**config.mk**
```make
export PLATFORM = sky130hd
export DESIGN_NAME = alu_arbiter
export DESIGN_NICKNAME = d
export VERILOG_FILES = /design/src/rtl/alu_arbiter.sv
export SDC_FILE = /design/constraint.sdc
export NUM_CORES = 1
export LEC_CHECK = 0
export ABC_AREA = 1
export BUFFER_PORTS_ARGS = -buffer_cell sky130_fd_sc_hd__buf_2
export CORE_ASPECT_RATIO = 0.8
export CORE_UTILIZATION = 40
export CTS_BUF_LIST = sky130_fd_sc_hd__clkbuf_16
export DETAILED_ROUTE_END_ITERATION = 10
export GPL_TIMING_DRIVEN = 0
export PLACE_DENSITY = 0.77
export RECOVER_POWER = 25
export SYNTH_ARGS = -nofsm -noshare
export SYNTH_HDL_FRONTEND = slang
export SYNTH_SLANG_ARGS = --single-unit
export TNS_END_PERCENT = 10
```
**constraint.sdc**
```tcl
create_clock -name clk -period 5.4 [get_ports clk]
set_input_delay 1.08 -clock clk [delete_from_list [all_inputs] [get_ports clk]]
set_output_delay 1.08 -clock clk [all_outputs]
set_load 0.005 [all_outputs]
```
**src/rtl/alu_arbiter.sv**
```systemverilog
// Two-requester round-robin front end for a shared external ALU.
// One operation in flight: IDLE grants and latches operands, EXEC captures the ALU, RESP holds the response.
module alu_arbiter #(
  parameter int unsigned WIDTH = 32
) (
  input  logic             clk,
  input  logic             rst,
  input  logic             req0_valid,
  input  logic             req1_valid,
  output logic             req0_ready,
  output logic             req1_ready,
  input  logic [2:0]       req0_op,
  input  logic [2:0]       req1_op,
  input  logic [WIDTH-1:0] req0_a,
  input  logic [WIDTH-1:0] req0_b,
  input  logic [WIDTH-1:0] req1_a,
  input  logic [WIDTH-1:0] req1_b,
  output logic             rsp0_valid,
  output logic             rsp1_valid,
  input  logic             rsp0_ready,
  input  logic             rsp1_ready,
  output logic [WIDTH-1:0] rsp_result,
  output logic             rsp_c,
  output logic             rsp_v,
  output logic             rsp_z,
  output logic [2:0]       alu_gsel,
  output logic [WIDTH-1:0] alu_a,
  output logic [WIDTH-1:0] alu_b,
  input  logic [WIDTH-1:0] alu_result,
  input  logic             alu_c,
  input  logic             alu_v,
  output logic             busy
);

  typedef enum logic [1:0] {IDLE, EXEC, RESP} state_e;

  state_e           state_q, state_d;
  logic             ptr_q, ptr_d;
  logic             gnt_q, gnt_d;
  logic [2:0]       alu_gsel_q, alu_gsel_d;
  logic [WIDTH-1:0] alu_a_q, alu_a_d;
  logic [WIDTH-1:0] alu_b_q, alu_b_d;
  logic [WIDTH-1:0] rsp_result_q, rsp_result_d;
  logic             rsp_c_q, rsp_c_d;
  logic             rsp_v_q, rsp_v_d;
  logic             rsp_z_q, rsp_z_d;
  logic             sel;

  always_comb begin
    state_d      = state_q;
    ptr_d        = ptr_q;
    gnt_d        = gnt_q;
    alu_gsel_d   = alu_gsel_q;
    alu_a_d      = alu_a_q;
    alu_b_d      = alu_b_q;
    rsp_result_d = rsp_result_q;
    rsp_c_d      = rsp_c_q;
    rsp_v_d      = rsp_v_q;
    rsp_z_d      = rsp_z_q;
    req0_ready   = 1'b0;
    req1_ready   = 1'b0;
    sel          = ptr_q;

    case (state_q)
      IDLE: begin
        // Pointer only breaks ties; a lone requester always wins. No grant while rst holds the state.
        if ((req0_valid || req1_valid) && !rst) begin
          sel        = (req0_valid && req1_valid) ? ptr_q : req1_valid;
          req0_ready = !sel;
          req1_ready = sel;
          gnt_d      = sel;
          alu_gsel_d = sel ? req1_op : req0_op;
          alu_a_d    = sel ? req1_a : req0_a;
          alu_b_d    = sel ? req1_b : req0_b;
          state_d    = EXEC;
        end
      end
      EXEC: begin
        rsp_result_d = alu_result;
        rsp_c_d      = alu_c;
        rsp_v_d      = alu_v;
        rsp_z_d      = (alu_result == '0);
        state_d      = RESP;
      end
      RESP: begin
        if (gnt_q ? rsp1_ready : rsp0_ready) begin
          ptr_d   = !gnt_q;
          state_d = IDLE;
        end
      end
      default: state_d = IDLE;
    endcase
  end

  always_ff @(posedge clk or posedge rst) begin
    if (rst) begin
      state_q      <= IDLE;
      ptr_q        <= 1'b0;
      gnt_q        <= 1'b0;
      alu_gsel_q   <= '0;
      alu_a_q      <= '0;
      alu_b_q      <= '0;
      rsp_result_q <= '0;
      rsp_c_q      <= 1'b0;
      rsp_v_q      <= 1'b0;
      rsp_z_q      <= 1'b1;
    end else begin
      state_q      <= state_d;
      ptr_q        <= ptr_d;
      gnt_q        <= gnt_d;
      alu_gsel_q   <= alu_gsel_d;
      alu_a_q      <= alu_a_d;
      alu_b_q      <= alu_b_d;
      rsp_result_q <= rsp_result_d;
      rsp_c_q      <= rsp_c_d;
      rsp_v_q      <= rsp_v_d;
      rsp_z_q      <= rsp_z_d;
    end
  end

  assign rsp0_valid = (state_q == RESP) && !gnt_q;
  assign rsp1_valid = (state_q == RESP) && gnt_q;
  assign busy       = (state_q != IDLE);
  assign alu_gsel   = alu_gsel_q;
  assign alu_a      = alu_a_q;
  assign alu_b      = alu_b_q;
  assign rsp_result = rsp_result_q;
  assign rsp_c      = rsp_c_q;
  assign rsp_v      = rsp_v_q;
  assign rsp_z      = rsp_z_q;

endmodule

```
==> impl_metrics.sql, run 1 <==
INSERT INTO impl_metrics (metric_group, metric, value, unit) VALUES
('outcome', 'run_status', 'complete, no violations', ''),
('yosys', 'syn-num-nets', '842', ''),
('die', 'start_util', '40.9', '%'),
('global_route', 'grt_pass1_vias', '4910', ''),
('cells_and_area', 'post_route_cells_drive_above_1_share', '35.0', '%'),
('global_route', 'grt_first_pass_wirelength', '23300', 'um'),
('setup_path', 'startpoint_type_of_the_worst_setup_path', 'primary input', ''),
('timing', 'hold_slack', '0.476', 'ns'),
('run', 'timing.max_cap.violations', '0', ''),
('global_route', 'grt_antenna_before_repair', '0', ''),
('placement', 'port_buffers', '280', ''),
('setup_path', 'timing.setup.critical_path_class', 'primary input to output port', ''),
('timing', 'finClkSkew', '0.00422', 'ns'),
('setup_path', 'crit_path_cell_trace', 'clkbuf_1, clkinvlp_2, buf_12, buf_12, o21ai_1, nor2_4, inv_2, clkbuf_1, nor2_1, buf_2', ''),
('route', 'detailed_route_iter0_violations', '198', ''),
('cells_and_area', 'fin_nets', '1136', ''),
('hold_path', 'min_to', 'alu_a[23]', ''),
('cts', 'cts_num_sinks', '106', ''),
('setup_path', 'critPathRequiredTime', '4.32', 'ns'),
('global_route', 'grtUsageTotal', '23.1', '%'),
('setup_path', 'timing.critical_path.fanout_max', '40', ''),
('route', 'firstDrtPassIters', '7', ''),
('cells_and_area', 'fraction_of_the_core_area_covered_by_cells_at_the_end_of_the_flow', '56.8', '%'),
('die', 'boundaryPins', '281', ''),
('yosys', 'synth.cell_area', '4980', 'sq um'),
('setup_path', 'critical_path.reg2reg.startpoint', 'state_q[0]', ''),
('route', 'drt_wl_total', '14600', 'um'),
('cells_and_area', 'seqCellArea', '2650', 'sq um'),
('cells_and_area', 'synthToLayoutAreaGrowth', '38.7', '%'),
('timing', 'max-slew-margin-rel', '68.4', '%'),
('die', 'row_count', '36', ''),
('yosys', 'synth-edff-count', '0', ''),
('yosys', 'dominantRegCellSynth', 'dfrtp_1', ''),
('die', 'die-area', '12900', 'sq um'),
('placement', 'placed_inst_area', '6630', 'sq um'),
('pwr', 'areal_power_density_over_the_cells', '479', 'nW/um^2'),
('pwr', 'maximum_resistive_drop_on_vdd', '0.176', 'mV'),
('timing', 'unrepaired_setup_endpoints_after_global_routing', 'false', ''),
('cells_and_area', 'final_cell_count_no_fill', '1119', ''),
('cells_and_area', 'antenna_cells_inserted', '0', ''),
('setup_path', 'regToRegEndpoint', 'rsp_v', ''),
('timing', 'fmax', '248', 'MHz'),
('hold_path', 'timing.hold.worst.class', 'register to register', ''),
('yosys', 'synthDistinctLibCells', '19', ''),
('setup_path', 'worst_setup_path_end_kind', 'output port', ''),
('pwr', 'p_total', '3.31', 'mW'),
('cells_and_area', 'multi_input_area', '2040', 'sq um'),
('cts', 'post_cts_resize_count', '0', ''),
('timing', 'report.final.slew_viol_count', '0', ''),
('cts', 'h-tree-depth', '3', ''),
('setup_path', 'rr_worst_depth', '3', ''),
('yosys', 'synth-seq-area-share', '53.3', '%'),
('route', 'remaining_drc_errors', '0', ''),
('timing', 'report.final.hold_viol_count', '0', ''),
('placement', 'detailed_place_hpwl', '11500', 'um'),
('yosys', 'synthesis.instances', '668', ''),
('hold_path', 'worst_hold_startpoint', 'alu_a[23]', ''),
('placement', 'globalplace.congestion', '0.835', ''),
('global_route', 'global_route.overflow_total', '0', ''),
('cts', 'cts_made_buffers', '9', ''),
('pwr', 'leakage', '4.24', 'nW'),
('yosys', 'synth-async-reset-ratio', '100', '%'),
('timing', 'setup_viol', '0', ''),
('cts', 'postCtsSetupRepairBufs', '0', ''),
('timing', 'period_needed', '4.03', 'ns'),
('cts', 'clock_tree.root_cell', 'clkbuf_16', ''),
('hold_path', 'holdPathStages', '2', ''),
('placement', 'post-place-cells', '1103', ''),
('global_route', 'grt_start_max_net_pins', '41', ''),
('setup_path', 'critical_path.max_stage_delay', '0.37', 'ns'),
('cells_and_area', 'post_route_cell_area', '6900', 'sq um');
critical path, delay by kind of cell:
kind	cells	cell delay, ns
buffers and inverters	7	1.51
and+or+nand+nor	2	0.17
AOI/OAI and AO/OA	1	0.16
where the power goes:
part           total [mW]  internal (mW)  switching [mW]
logic                1.30          0.594           0.707
registers            1.38           1.18           0.199
clock network       0.623          0.317           0.306
stage by stage:
step	worst slack [ns]	setup TNS, ns
final	1.37	0
after global routing	1.08	0
after CTS	1.41	0
after detailed placement	1.41	0
after global placement	-0.401	-0.596
after floorplan	0.768	0
per-layer routing:
layer | GRT usage, % | share of wire (%) | vias to the layer above | wire, um
met5 | 0 | 0 | - | 0
met4 | 8.97 | 3.0 | 0 | 432
met3 | 4.86 | 5.0 | 36 | 724
met2 | 38.8 | 46 | 175 | 6770
met1 | 29.6 | 46 | 2258 | 6640
li1 | - | - | 2600 | -
state kept, by name, indices dropped and copies added, names as in the netlist:
register and cells:
alu_a 32, alu_b 32, alu_gsel 3, gnt_q 1, ptr_q 1, rsp_c 1, rsp_result 32, rsp_v 1
rsp_z 1, state_q 2
cells in the final DEF, fill, tap and decap left out, types with 9 or more instances in the layout:
master / Yosys / layout
nand2_1: 436 / 437
nor2_1: 18 / 18
buf_2: 15 / 292
clkbuf_16: 0 / 9
clkbuf_1: 11 / 15
inv_1: 26 / 25
dfrtp_1: 105 / 105
mux2_2: 15 / 15
o21ai_0: 22 / 22
worst max path at each step:
| stage | startpoint | to | slack, ns | depth (start not counted) |
|---|---|---|---|---|
| global route | rst | req0_ready | 1.08 | 10 |
| CTS | rst | req0_ready | 1.41 | 10 |
| finish | rst | req0_ready | 1.37 | 10 |
| floorplan | rst | req0_ready | 0.77 | 6 |
| detailed placement | rst | req0_ready | 1.41 | 10 |
| global placement | rst | req0_ready | -0.40 | 8 |
kinds of logic (layout without fill, tap and decap cells):
group / count (synthesis) / after routing / synth area share (%)
multiplexers: 15 / 15 / 3.39
buffers and inverters: 62 / 361 / 5.73
AO/OA/AOI/OAI: 24 / 24 / 2.41
flip-flops: 106 / 106 / 53.3
AND/OR/NAND/NOR: 461 / 461 / 35.1
synth_stat cells, types with 2 or more instances:
master,instances,area (sq um)
nand2_1,436,1640
mux2_2,15,169
inv_1,26,97.6
nor2_1,18,67.6
buf_6,3,33.8
buf_2,15,75.1
buf_4,3,22.5
o21ai_0,22,110
inv_2,3,11.3
nand3_1,3,15.0
dfrtp_1,105,2630
clkbuf_1,11,41.3
nand4_1,2,12.5
final cells by class:
cell class / instances / area share (%)
buffer: 33 / 2.54
clock buffer: 9 / 3.26
clock inverter: 7 / 0.779
inverter: 29 / 1.60
multi-input combinational: 500 / 29.5
sequential: 106 / 38.4
tap: 152 / 2.76
timing repair buffer: 283 / 21.1
Note: power is estimated with default switching activity, not from simulation.
==> inputs of run 2 (changes only) <==
--- a/config.mk
+++ b/config.mk
@@ -8,11 +8,11 @@
 export ABC_AREA = 1
 export BUFFER_PORTS_ARGS = -buffer_cell sky130_fd_sc_hd__buf_2
 export CORE_ASPECT_RATIO = 0.8
-export CORE_UTILIZATION = 40
+export CORE_UTILIZATION = 45
 export CTS_BUF_LIST = sky130_fd_sc_hd__clkbuf_16
 export DETAILED_ROUTE_END_ITERATION = 10
 export GPL_TIMING_DRIVEN = 0
-export PLACE_DENSITY = 0.77
+export PLACE_DENSITY = 0.81
 export RECOVER_POWER = 25
 export SYNTH_ARGS = -nofsm -noshare
 export SYNTH_HDL_FRONTEND = slang
==> constraint.sdc (replaced) <==
create_clock -name clk -period 3.8 [get_ports clk]
set_input_delay 0.76 -clock clk [delete_from_list [all_inputs] [get_ports clk]]
set_output_delay 0.76 -clock clk [all_outputs]
set_load 0.005 [all_outputs]
==> impl_metrics.sql, run 2 (synthesis gave the netlist of run 1 again) <==
INSERT INTO impl_metrics (metric_group, metric, value, unit) VALUES
('outcome', 'run_status', 'complete, but fails checks', ''),
('outcome', 'violated_checks', 'capacitance limit, slew limit', ''),
('timing', 'tightest_slew', '1.91', 'ns'),
('hold_path', 'timing.hold.worst.class', 'register to register', ''),
('hold_path', 'worst_hold_startpoint', 'alu_a[13]', ''),
('setup_path', 'cp_data_arrival_time', '2.57', 'ns'),
('route', 'wl_per_cell', '12.9', 'um'),
('global_route', 'gr-max-usage-layer', 'met2', ''),
('hold_path', 'holdPathStages', '2', ''),
('die', 'die-area', '11500', 'sq um'),
('route', 'drtAntennaViolNets', '0', ''),
('route', 'via_count', '5132', ''),
('route', 'remaining_drc_errors', '0', ''),
('global_route', 'grtUsageTotal', '25.5', '%'),
('cts', 'postCtsSetupRepairBufs', '0', ''),
('global_route', 'globalRouteMet3Util', '6.04', '%'),
('route', 'drt_wl_total', '14200', 'um'),
('setup_path', 'timing.setup.critical_path_class', 'primary input to output port', ''),
('setup_path', 'critical_path.max_stage_delay', '0.64', 'ns'),
('timing', 'finClkSkew', '0.00420', 'ns'),
('global_route', 'grt.met2_usage', '43.3', '%'),
('setup_path', 'timing.critical_path.fanout_max', '39', ''),
('cts', 'clkLatencyLatePin', '0.34', 'ns'),
('setup_path', 'critical_path.reg2reg.startpoint', 'ptr_q', ''),
('run', 'timing.max_cap.violations', '2', ''),
('die', 'start_util', '47.5', '%'),
('cts', 'cts_max_path_buffers', '2', ''),
('global_route', 'grt_pass1_vias', '4908', ''),
('cts', 'tritoncts', 'done', ''),
('die', 'core_area', '10500', 'sq um'),
('die', 'die_h', '96.1', 'um'),
('cells_and_area', 'mostFrequentLayoutCells', '437 x nand2_1, 294 x buf_2, 105 x dfrtp_1, 25 x inv_1, 22 x o21ai_0', ''),
('die', 'row_count', '33', ''),
('timing', 'fmax', '301', 'MHz'),
('global_route', 'grt_first_pass_wirelength', '22800', 'um'),
('global_route', 'met1_usage', '32.7', '%'),
('setup_path', 'critPathRequiredTime', '3.04', 'ns'),
('cts', 'h-tree-depth', '3', ''),
('global_route', 'grt_antenna_before_repair', '0', ''),
('cts', 'cts_made_buffers', '9', ''),
('placement', 'port_buffers', '280', ''),
('setup_path', 'rr_worst_depth', '9', ''),
('pwr', 'leakage', '4.23', 'nW'),
('timing', 'report.final.slew_viol_count', '72', ''),
('placement', 'detailed_place_hpwl', '11100', 'um'),
('setup_path', 'worst_setup_path_end_kind', 'output port', ''),
('cells_and_area', 'post_route_cells_drive_above_1_share', '34.8', '%'),
('timing', 'setup_viol', '0', ''),
('placement', 'globalplace.congestion', '0.844', ''),
('cts', 'clock_tree.root_cell', 'clkbuf_16', ''),
('pwr', 'areal_power_density_over_the_cells', '691', 'nW/um^2'),
('cells_and_area', 'num-fill-cells', '989', ''),
('cts', 'cts.reportedPaths.clkPinSlew', '0.07', 'ns'),
('timing', 'period_needed', '3.33', 'ns'),
('setup_path', 'startpoint', 'rst', ''),
('die', 'boundaryPins', '281', ''),
('route', 'detailed_route_iter0_violations', '262', ''),
('cells_and_area', 'most_common_library_cell_in_the_layout_ignoring_fill_and_taps', 'nand2_1', ''),
('setup_path', 'worst_path_max_delay_cell', 'clkinvlp_4', ''),
('cells_and_area', 'synthToLayoutAreaGrowth', '37.9', '%'),
('cells_and_area', 'fin_nets', '1135', ''),
('cts', 'post_cts_resize_count', '0', ''),
('global_route', 'grt_start_max_net_pins', '40', ''),
('pwr', 'maximum_resistive_drop_on_vdd', '0.477', 'mV'),
('timing', 'max-slew-margin-rel', '-27.4', '%'),
('timing', 'fin_setup_tns', '0', 'ns'),
('route', 'post_drt_via_cell_ratio', '4.64', ''),
('die', 'die-width', '120', 'um'),
('setup_path', 'crit_path_cell_trace', 'clkbuf_1, clkinvlp_4, o21ai_1, nor2_4, inv_2, clkbuf_8, nor2_1, buf_2', ''),
('route', 'firstDrtPassIters', '4', ''),
('global_route', 'global_route.overflow_total', '0', ''),
('cts', 'cts_hold_buffers', '0', ''),
('cts', 'cts_num_sinks', '106', ''),
('setup_path', 'startpoint_type_of_the_worst_setup_path', 'primary input', ''),
('cells_and_area', 'antenna_cells_inserted', '0', ''),
('cells_and_area', 'fraction_of_the_core_area_covered_by_cells_at_the_end_of_the_flow', '65.5', '%'),
('timing', 'layout_worst_path_cycle_share', '87.5', '%'),
('timing', 'report.final.hold_viol_count', '0', ''),
('timing', 'unrepaired_setup_endpoints_after_global_routing', 'false', '');
[run 2: power breakdown]
group,switching (mW),internal [mW],leakage (nW)
Sequential,0.284,1.68,1.31
Combinational,1.01,0.843,2.78
Clock,0.414,0.510,0.145
Total,1.71,3.03,4.23
[run 2: worst paths after layout]
path                                        to  slack (ns)
max in group asynchronous       rsp_result[20]        1.05
worst max register to register        alu_b[2]        2.29
min in group asynchronous       rsp_result[31]        0.54
worst max-delay path                req0_ready        0.47
worst min-delay path                 alu_a[13]        0.48
worst min register to register       alu_a[13]        0.48
[run 2: per-stage QoR]
| stage | hold WS (ns) | cell area [sq um] | power [mW] | cells | setup slack (ns) |
|---|---|---|---|---|---|
| after CTS | 0.478 | 6900 | 4.79 | 1106 | 0.355 |
| after detailed placement | 0.460 | 6610 | 3.85 | 1090 | 0.357 |
| after global placement | 0.457 | 6570 | 3.78 | 1088 | -1.16 |
| after global routing | 0.490 | 6870 | 5.13 | 1106 | 0.182 |
| after floorplan | 0.457 | 4990 | 2.91 | 668 | -0.0508 |
| final | 0.476 | 6870 | 4.74 | 1106 | 0.474 |
[run 2: layer usage]
metal	up-vias	share of wire, %
li1	2596	-
met4	0	2.1
met2	203	48
met3	25	6.5
met1	2308	43
met5	-	0
[run 2: final cells by class]
| cell class | count | area [sq um] | share of cell area (%) |
|---|---|---|---|
| flip-flops and latches | 106 | 2650 | 38.7 |
| multi-input cells | 500 | 2040 | 29.7 |
| repair buffers | 282 | 1410 | 20.5 |
| clock buffers | 9 | 225 | 3.28 |
| plain buffers | 33 | 186 | 2.72 |
| well taps | 140 | 175 | 2.55 |
| inverters | 29 | 113 | 1.64 |
| clock inverters | 7 | 68.8 | 1.00 |
[run 2: worst max-delay path: cells and delay by family]
kind | cells | cell delay, ns
AO/OA/AOI/OAI | 1 | 0.41
buffers and inverters | 5 | 1.21
AND/OR/NAND/NOR | 2 | 0.17
